## src/rtl/lfsr_check.sv

```systemverilog
// Receive-side PRBS checker: self-synchronises to a Galois LFSR stream, then free-runs and counts mismatches.
// Optional macro LFSR_CHECK_STUCK_EN adds a 'stuck' flag for the illegal all-zero word.
module lfsr_check #(
    parameter int             LEN      = 8,
    parameter logic [LEN-1:0] TAPS     = 8'b10111000,
    parameter int             LOCK_N   = 4,
    parameter int             UNLOCK_N = 4,
    parameter int             CNT_W    = 16
) (
    input  logic             clk,
    input  logic             rst,
    input  logic             en,
    input  logic [LEN-1:0]   din,
    input  logic             clear_cnt,
    output logic             locked,
    output logic             err,
    output logic [CNT_W-1:0] err_cnt
`ifdef LFSR_CHECK_STUCK_EN
    ,
    output logic             stuck
`endif
);
    localparam int GOOD_W = (LOCK_N + 1 > 2) ? $clog2(LOCK_N + 1) : 1;
    localparam int BAD_W  = (UNLOCK_N + 1 > 2) ? $clog2(UNLOCK_N + 1) : 1;

    typedef enum logic { SEEK, LOCK } state_t;

    state_t             state_reg, state_next;
    logic [LEN-1:0]     exp_reg, exp_next;
    logic [GOOD_W-1:0]  good_reg, good_next;
    logic [BAD_W-1:0]   bad_reg, bad_next;
    logic [CNT_W-1:0]   cnt_reg, cnt_next;
    logic               err_reg, err_next;
    logic               locked_reg;
    logic [LEN-1:0]     predicted;
    logic               zero_word;
    logic               match;

    function automatic logic [LEN-1:0] nxt(input logic [LEN-1:0] s);
        return {1'b0, s[LEN-1:1]} ^ (s[0] ? TAPS : '0);
    endfunction

    assign predicted = nxt(exp_reg);
`ifdef LFSR_CHECK_STUCK_EN
    assign zero_word = (din == '0);
`else
    assign zero_word = 1'b0;
`endif
    // An all-zero word is never a valid LFSR state, so it never counts as a match when the feature is on.
    assign match = (din == predicted) && !zero_word;

    always_comb begin
        state_next = state_reg;
        exp_next   = exp_reg;
        good_next  = good_reg;
        bad_next   = bad_reg;
        cnt_next   = cnt_reg;
        err_next   = 1'b0;
        if (en) begin
            case (state_reg)
                SEEK: begin
                    exp_next = din;
                    if (match) begin
                        if (good_reg == GOOD_W'(LOCK_N - 1)) begin
                            state_next = LOCK;
                            good_next  = '0;
                            bad_next   = '0;
                        end else begin
                            good_next = good_reg + 1'b1;
                        end
                    end else begin
                        good_next = '0;
                    end
                end
                default: begin
                    exp_next = predicted;
                    if (match) begin
                        bad_next = '0;
                    end else begin
                        err_next = 1'b1;
                        if (cnt_reg != '1) cnt_next = cnt_reg + 1'b1;
                        if (bad_reg == BAD_W'(UNLOCK_N - 1)) begin
                            state_next = SEEK;
                            exp_next   = din;
                            good_next  = '0;
                            bad_next   = '0;
                        end else begin
                            bad_next = bad_reg + 1'b1;
                        end
                    end
                end
            endcase
        end
        if (clear_cnt) cnt_next = '0;
    end

    always_ff @(posedge clk) begin
        if (rst) begin
            state_reg  <= SEEK;
            exp_reg    <= '0;
            good_reg   <= '0;
            bad_reg    <= '0;
            cnt_reg    <= '0;
            err_reg    <= 1'b0;
            locked_reg <= 1'b0;
        end else begin
            state_reg  <= state_next;
            exp_reg    <= exp_next;
            good_reg   <= good_next;
            bad_reg    <= bad_next;
            cnt_reg    <= cnt_next;
            err_reg    <= err_next;
            locked_reg <= (state_next == LOCK);
        end
    end

    assign locked  = locked_reg;
    assign err     = err_reg;
    assign err_cnt = cnt_reg;

`ifdef LFSR_CHECK_STUCK_EN
    logic stuck_reg;
    always_ff @(posedge clk) begin
        if (rst) begin
            stuck_reg <= 1'b0;
        end else if (en) begin
            stuck_reg <= zero_word;
        end
    end
    assign stuck = stuck_reg;
`endif
endmodule

```

## config.mk

```make
export PLATFORM = sky130hd
export DESIGN_NAME = lfsr_check
export DESIGN_NICKNAME = d
export VERILOG_FILES = /design/src/rtl/lfsr_check.sv
export SDC_FILE = /design/constraint.sdc
export NUM_CORES = 1
export LEC_CHECK = 0
export BUFFER_PORTS_ARGS = -buffer_cell sky130_fd_sc_hd__buf_2
export CAP_MARGIN = 30
export CORE_MARGIN = 2
export CORE_UTILIZATION = 56
export CTS_CLUSTER_DIAMETER = 120
export DETAILED_ROUTE_END_ITERATION = 7
export PLACE_DENSITY = 0.85
export SETUP_SLACK_MARGIN = 0.2
export SLEW_MARGIN = 20
export SYNTH_ARGS = -nofsm -noshare
export SYNTH_HDL_FRONTEND = slang
export SYNTH_SLANG_ARGS = --single-unit
```

## constraint.sdc

```tcl
create_clock -name clk -period 2.46 [get_ports clk]
set_input_delay 0.369 -clock clk [delete_from_list [all_inputs] [get_ports clk]]
set_output_delay 0.369 -clock clk [all_outputs]
set_load 0.05 [all_outputs]
```

Word level (Yosys, flattened, before mapping)
Cells that the tools add are included.

cells by class
  add/sub/neg operators = 3
  equality and inequality tests = 6
  mux-type cells = 20
  bitwise gates (word level) = 4
  reduce and logical (&&, ||, !) cells = 7

operator list
  kind                                                                    number
  8-bit two-way mux                                                       4
  3-bit two-way mux                                                       10
  16-bit by 1-bit adder with 16-bit output (second input constant)        1
  16-bit != test (second input constant)                                  1
  8-bit equality test                                                     1
  7-bit by 8-bit XOR with 8-bit output                                    1
  3-bit by 1-bit adder with 3-bit output (second input constant)          2
  3-bit by 2-bit equality test with 1-bit output (second input constant)  2
  1-bit two-way mux                                                       6
  3-bit AND reduction                                                     2
  4-bit AND reduction                                                     1
  2-bit nonzero test                                                      2
  1-bit inverter                                                          3
  3-bit OR reduction                                                      1
  2-bit by 1-bit != test with 1-bit output (second input constant)        1
  2-bit != test (second input constant)                                   1
  2-bit OR reduction                                                      1

storage, ports and cells
  bits in registers = 32
  input port bits = 12
  output and inout bits = 18
  word-level logic and storage cells = 46

Logic depth before layout (Yosys ltp)
  depth after elaboration = 5
  mapped depth = 8
  depth with buffers taken out = 6

Worst setup path before layout
Ideal clock, no wire load.

  kind = reg2reg
  start = register cnt_reg[0], in the netlist err_cnt[0]
  end = register cnt_reg[14], in the netlist err_cnt[14]
  library setup time = 0.125 ns
  arrival = 1.983 ns
  data required time = 2.335 ns
  path slack = 0.352 ns
  cell stages (with the launch flop) = 7
  path buffers = 0
  clock period less this slack = 2.108 ns
  path through = dfxtp_1 ha_1 nand2_1 or3_1 o21ai_0 nor3_1 mux2i_1

on the way
  longest elaborated chain between the ends = 2
  elaborated cells between the ends (all ways) = 3
  those cells by class = add/sub (1); eq/ne (1); reduce/logical (1)

RTL lines
  element                                                                           RTL line  source
  start, declared                                                                   32        logic [CNT_W-1:0] cnt_reg, cnt_next;
  start signal, assigned                                                            111       cnt_reg <= cnt_next;
  branches (longest 2 deep; another with 16-bit by 1-bit adder with 16-bit output)  n/a

Parallel ways; which one is timed is not known.
A chain may end at the register's enable or synchronous reset.

Worst setup path after layout
  start = register exp_reg[0]
  end = register cnt_reg[8], in the netlist err_cnt[8]

on the way
  longest elaborated chain between the ends = 5

RTL lines
  element                               RTL line  source
  start, declared                       29        logic [LEN-1:0] exp_reg, exp_next;
  start signal, assigned                108       exp_reg <= exp_next;
  8-bit two-way mux                     40        return {1'b0, s[LEN-1:1]} ^ (s[0] ? TAPS : '0);
  7-bit by 8-bit XOR with 8-bit output  40
  8-bit equality test                   50        assign match = (din == predicted) && !zero_word;
  1-bit inverter (no source line)       n/a
  4-bit AND reduction (no source line)  n/a

Every way passes these cells.

==> qor.csv <==
stage,metric,value,unit
outcome,result of the run,"complete, no violations",
floorplanning,overall die area,3910,um^2
routing,routed wire length per instance,15.0,um
yosys,share of synthesized area occupied by flip-flops and latches,33.4,%
hold_path,type of the worst min-delay path,input pin to flip-flop,
worst_setup_path,Worst setup EP type,flip-flop,
floorplanning,Die Y,62.5,um
grt,number of antenna violations at the first check in global routing,0,
power,peak ir drop on the vdd network,0.000311,V
yosys,Synth Register Bits,32,
placed_design,Routability Congestion,0.954,
routing,Initial DRT Pass Iterations,4,
grt,global routing usage summed across all routing layers,24.8,%
yosys,number of warnings reported in the yosys synthesis log,0,
grt,wire length of the first global-routing pass,7.80,mm
worst_setup_path,critical path launch point type,flip-flop,
clocking,maximum clock insertion buffer count,2,
layout,filler cell count,308,
layout,area growth from synthesis to final layout,12.3,%
floorplanning,# IOs,30,
grt,number of global-route vias before repair,1785,
timing,clock tree skew after final layout,17.0,ps
layout,Sequential Area,641,um^2
timing,Fmax,484,MHz
clocking,clock tree from TritonCTS,done,
grt,sum of overflow across all layers after global routing,0,
timing,setup repair after global routing missed its margin,false,
power,Leak,0.846,nW
floorplanning,cell row count,21,
timing,worst relative slew slack,64.5,%
routing,number of vias per cell after detailed routing,6.23,
worst_setup_path,critical path buffer and inverter count,1,
yosys,post-synth design cell area,1920,um^2
clocking,sinks on the clock net,32,
floorplanning,initial standard-cell utilization of the core,57.9,%
timing,final critical-path share of the clock period,84.0,%
routing,number of violations reported at the end of detailed-routing iteration 0,119,
worst_setup_path,cell family with the largest share of critical-path delay,flip-flops,
timing,aggregate negative setup slack,0,ps
worst_setup_path,"Data arrival, critical path",2350,ps
yosys,Post-synth EDFFs,0,
grt,met2 Track Usage GR,39.8,%
grt,GRT Max-Usage Layer,met2,
clocking,clock input transition at the sequential cells of the worst setup and hold paths,110,ps
layout,ratio of cells with drive above 1 in the final layout,18.5,%
yosys,area share of the largest cell type after synthesis,33.4,%
worst_setup_path,slowest stage cell on the critical path,dfxtp_1,
worst_setup_path,critical path data required time,2740,ps
routing,total number of vias,1906,
floorplanning,Placeable Area,3310,um^2
layout,net total in the final layout,274,
layout,Largest register FFs,16,
yosys,cells taking the most area after synthesis,"dfxtp_1 (33%), nand2_1 (4.9%), a311oi_1 (3.7%)",
job,max-cap viol count,0,
clocking,H-tree depth,2,
yosys,total nets after synthesis,250,
timing,final hold violations,0,
clocking,post-cts sizing count,0,
clocking,worst-skew pair later-pin latency,340,ps
clocking,buffers inserted by post-CTS timing repair,0,
power,PwrDens,482,nW/um^2
yosys,Most used DFF post-synth,dfxtp_1,
floorplanning,die span in x,62.5,um
placed_design,estimated wirelength of the detail-placed design,3.20,mm
grt,met3 Resource Use GR,6.31,%
clocking,cts-stage hold buffer count,0,
layout,number of antenna diodes,0,
routing,# DRC,0,
layout,area occupied by multi-input gates,1180,um^2
yosys,most common cell in the synthesized netlist,dfxtp_1,
worst_setup_path,worst-path maximum fanout,20,
yosys,number of distinct library cells after synthesis,50,
timing,Slew Limit Fails,0,
worst_setup_path,"Cell Chain, Critical Path","xnor2_1, a211o_1, a211oi_2, buf_4, or4_1, a21oi_1",
grt,met1 demand-to-capacity share in global routing,31.4,%
worst_setup_path,worst stage delay on the critical path,610,ps
yosys,post-synthesis cell count,235,
yosys,most frequent cells after synthesis,"dfxtp_1 (32), nand2_1 (25), nor2_1 (18)",
layout,post-route non-filler standard cell count,306,
yosys,cell taking the most area after synthesis,dfxtp_1,
yosys,post-synthesis average cell area,8.16,um^2
grt,maximum number of pins on one net before global-route repair,30,
placed_design,cell total after placement,298,
clocking,root buffer selected by CTS,clkbuf_4,
clocking,CTS buffer count,5,
placed_design,Port Buf Inserts,29,
timing,min cycle time layout,2070,ps
routing,wire length after detailed routing,4.59,mm
timing,slew at the pin closest to its max-slew limit,530,ps
routing,count of antenna-violating nets left after detailed routing,0,
timing,number of setup violations in the final report,0,
yosys,fraction of registers with async set or reset after synthesis,0,%
worst_setup_path,critical path type,flip-flop to flip-flop,
## final timing paths
path	from	endpoint	slack (ps)	cells after the start
max	exp_reg[0]	err_cnt[8]	390	6
min	din[2]	exp_reg[2]	310	3
max reg2reg	exp_reg[0]	err_cnt[8]	390	6
min reg2reg	bad_reg[2]	bad_reg[2]	460	2
## cell families after synthesis
family	after synthesis	share of synthesized area, %
flops	32	33.4
buf+inv	20	5.02
compound gates	57	22.4
xor+xnor	10	4.57
fa+ha+maj	3	1.96
mux	7	3.65
simple gates	106	29.0
## layout make-up
| class | instances | share of cell area [%] |
|---|---|---|
| Multi-Input combinational cell | 183 | 54.9 |
| Sequential cell | 32 | 29.8 |
| Timing Repair Buffer | 34 | 8.48 |
| Inverter | 3 | 0.523 |
| Clock inverter | 3 | 1.98 |
| Clock buffer | 5 | 1.74 |
| Tap cell | 46 | 2.67 |
## layer usage
layer  vias up  routed length (um)
met5         -                   0
met1       877                2130
met4         0                  59
li1        950                   -
met2        70                2100
met3         9                 294
## power by group
group          leakage (nW)  internal [mW]  switching [mW]
clock network        0.0412          0.212           0.193
registers             0.260          0.527          0.0112
logic                 0.545         0.0407          0.0551
## per-stage QoR
step | setup slack (ps) | hold slack [ps] | utilization, % | power (mW) | area [um^2]
final | 393 | 314 | 65.0 | 1.04 | 2150
after global routing | 249 | 317 | 65.0 | 1.09 | 2150
after CTS | 408 | 312 | 65.0 | 1.04 | 2150
after detailed placement | 405 | 441 | 62.6 | 0.644 | 2070
after global placement | 447 | 440 | 62.6 | 0.641 | 2070
after floorplan | 352 | 422 | - | 0.617 | 1920
## worst register-to-register path: stages (launching register included)
cell and delay, ps:
dfxtp_1 610, xnor2_1 230, a211o_1 220, a211oi_2 50, buf_4 210, or4_1 520
a21oi_1 160
## cells in the final DEF, fill, tap and decap left out, types with 2 or more instances in the layout
| cell type | instances |
|---|---|
| a31oi_1 | 5 |
| inv_1 | 3 |
| nand2_1 | 25 |
| a211oi_1 | 2 |
| o21a_1 | 2 |
| xor2_1 | 4 |
| a21oi_1 | 7 |
| mux2i_1 | 7 |
| nor3_1 | 6 |
| a22o_1 | 2 |
| ha_1 | 3 |
| o31ai_1 | 3 |
| a41o_2 | 2 |
| clkbuf_4 | 5 |
| or3_1 | 10 |
| buf_4 | 5 |
| nand3_1 | 8 |
| nand2b_1 | 4 |
| xnor2_1 | 6 |
| buf_2 | 29 |
| nor4_1 | 9 |
| and2_1 | 4 |
| a311oi_1 | 8 |
| o311ai_0 | 2 |
| o21ai_0 | 9 |
| nor2_1 | 18 |
| and3_1 | 2 |
| a211o_1 | 4 |
| nand4_1 | 9 |
| or4_1 | 2 |
| and4_1 | 3 |
| nor3b_1 | 3 |
| dfxtp_1 | 32 |
(Power assumes the default switching activity.)
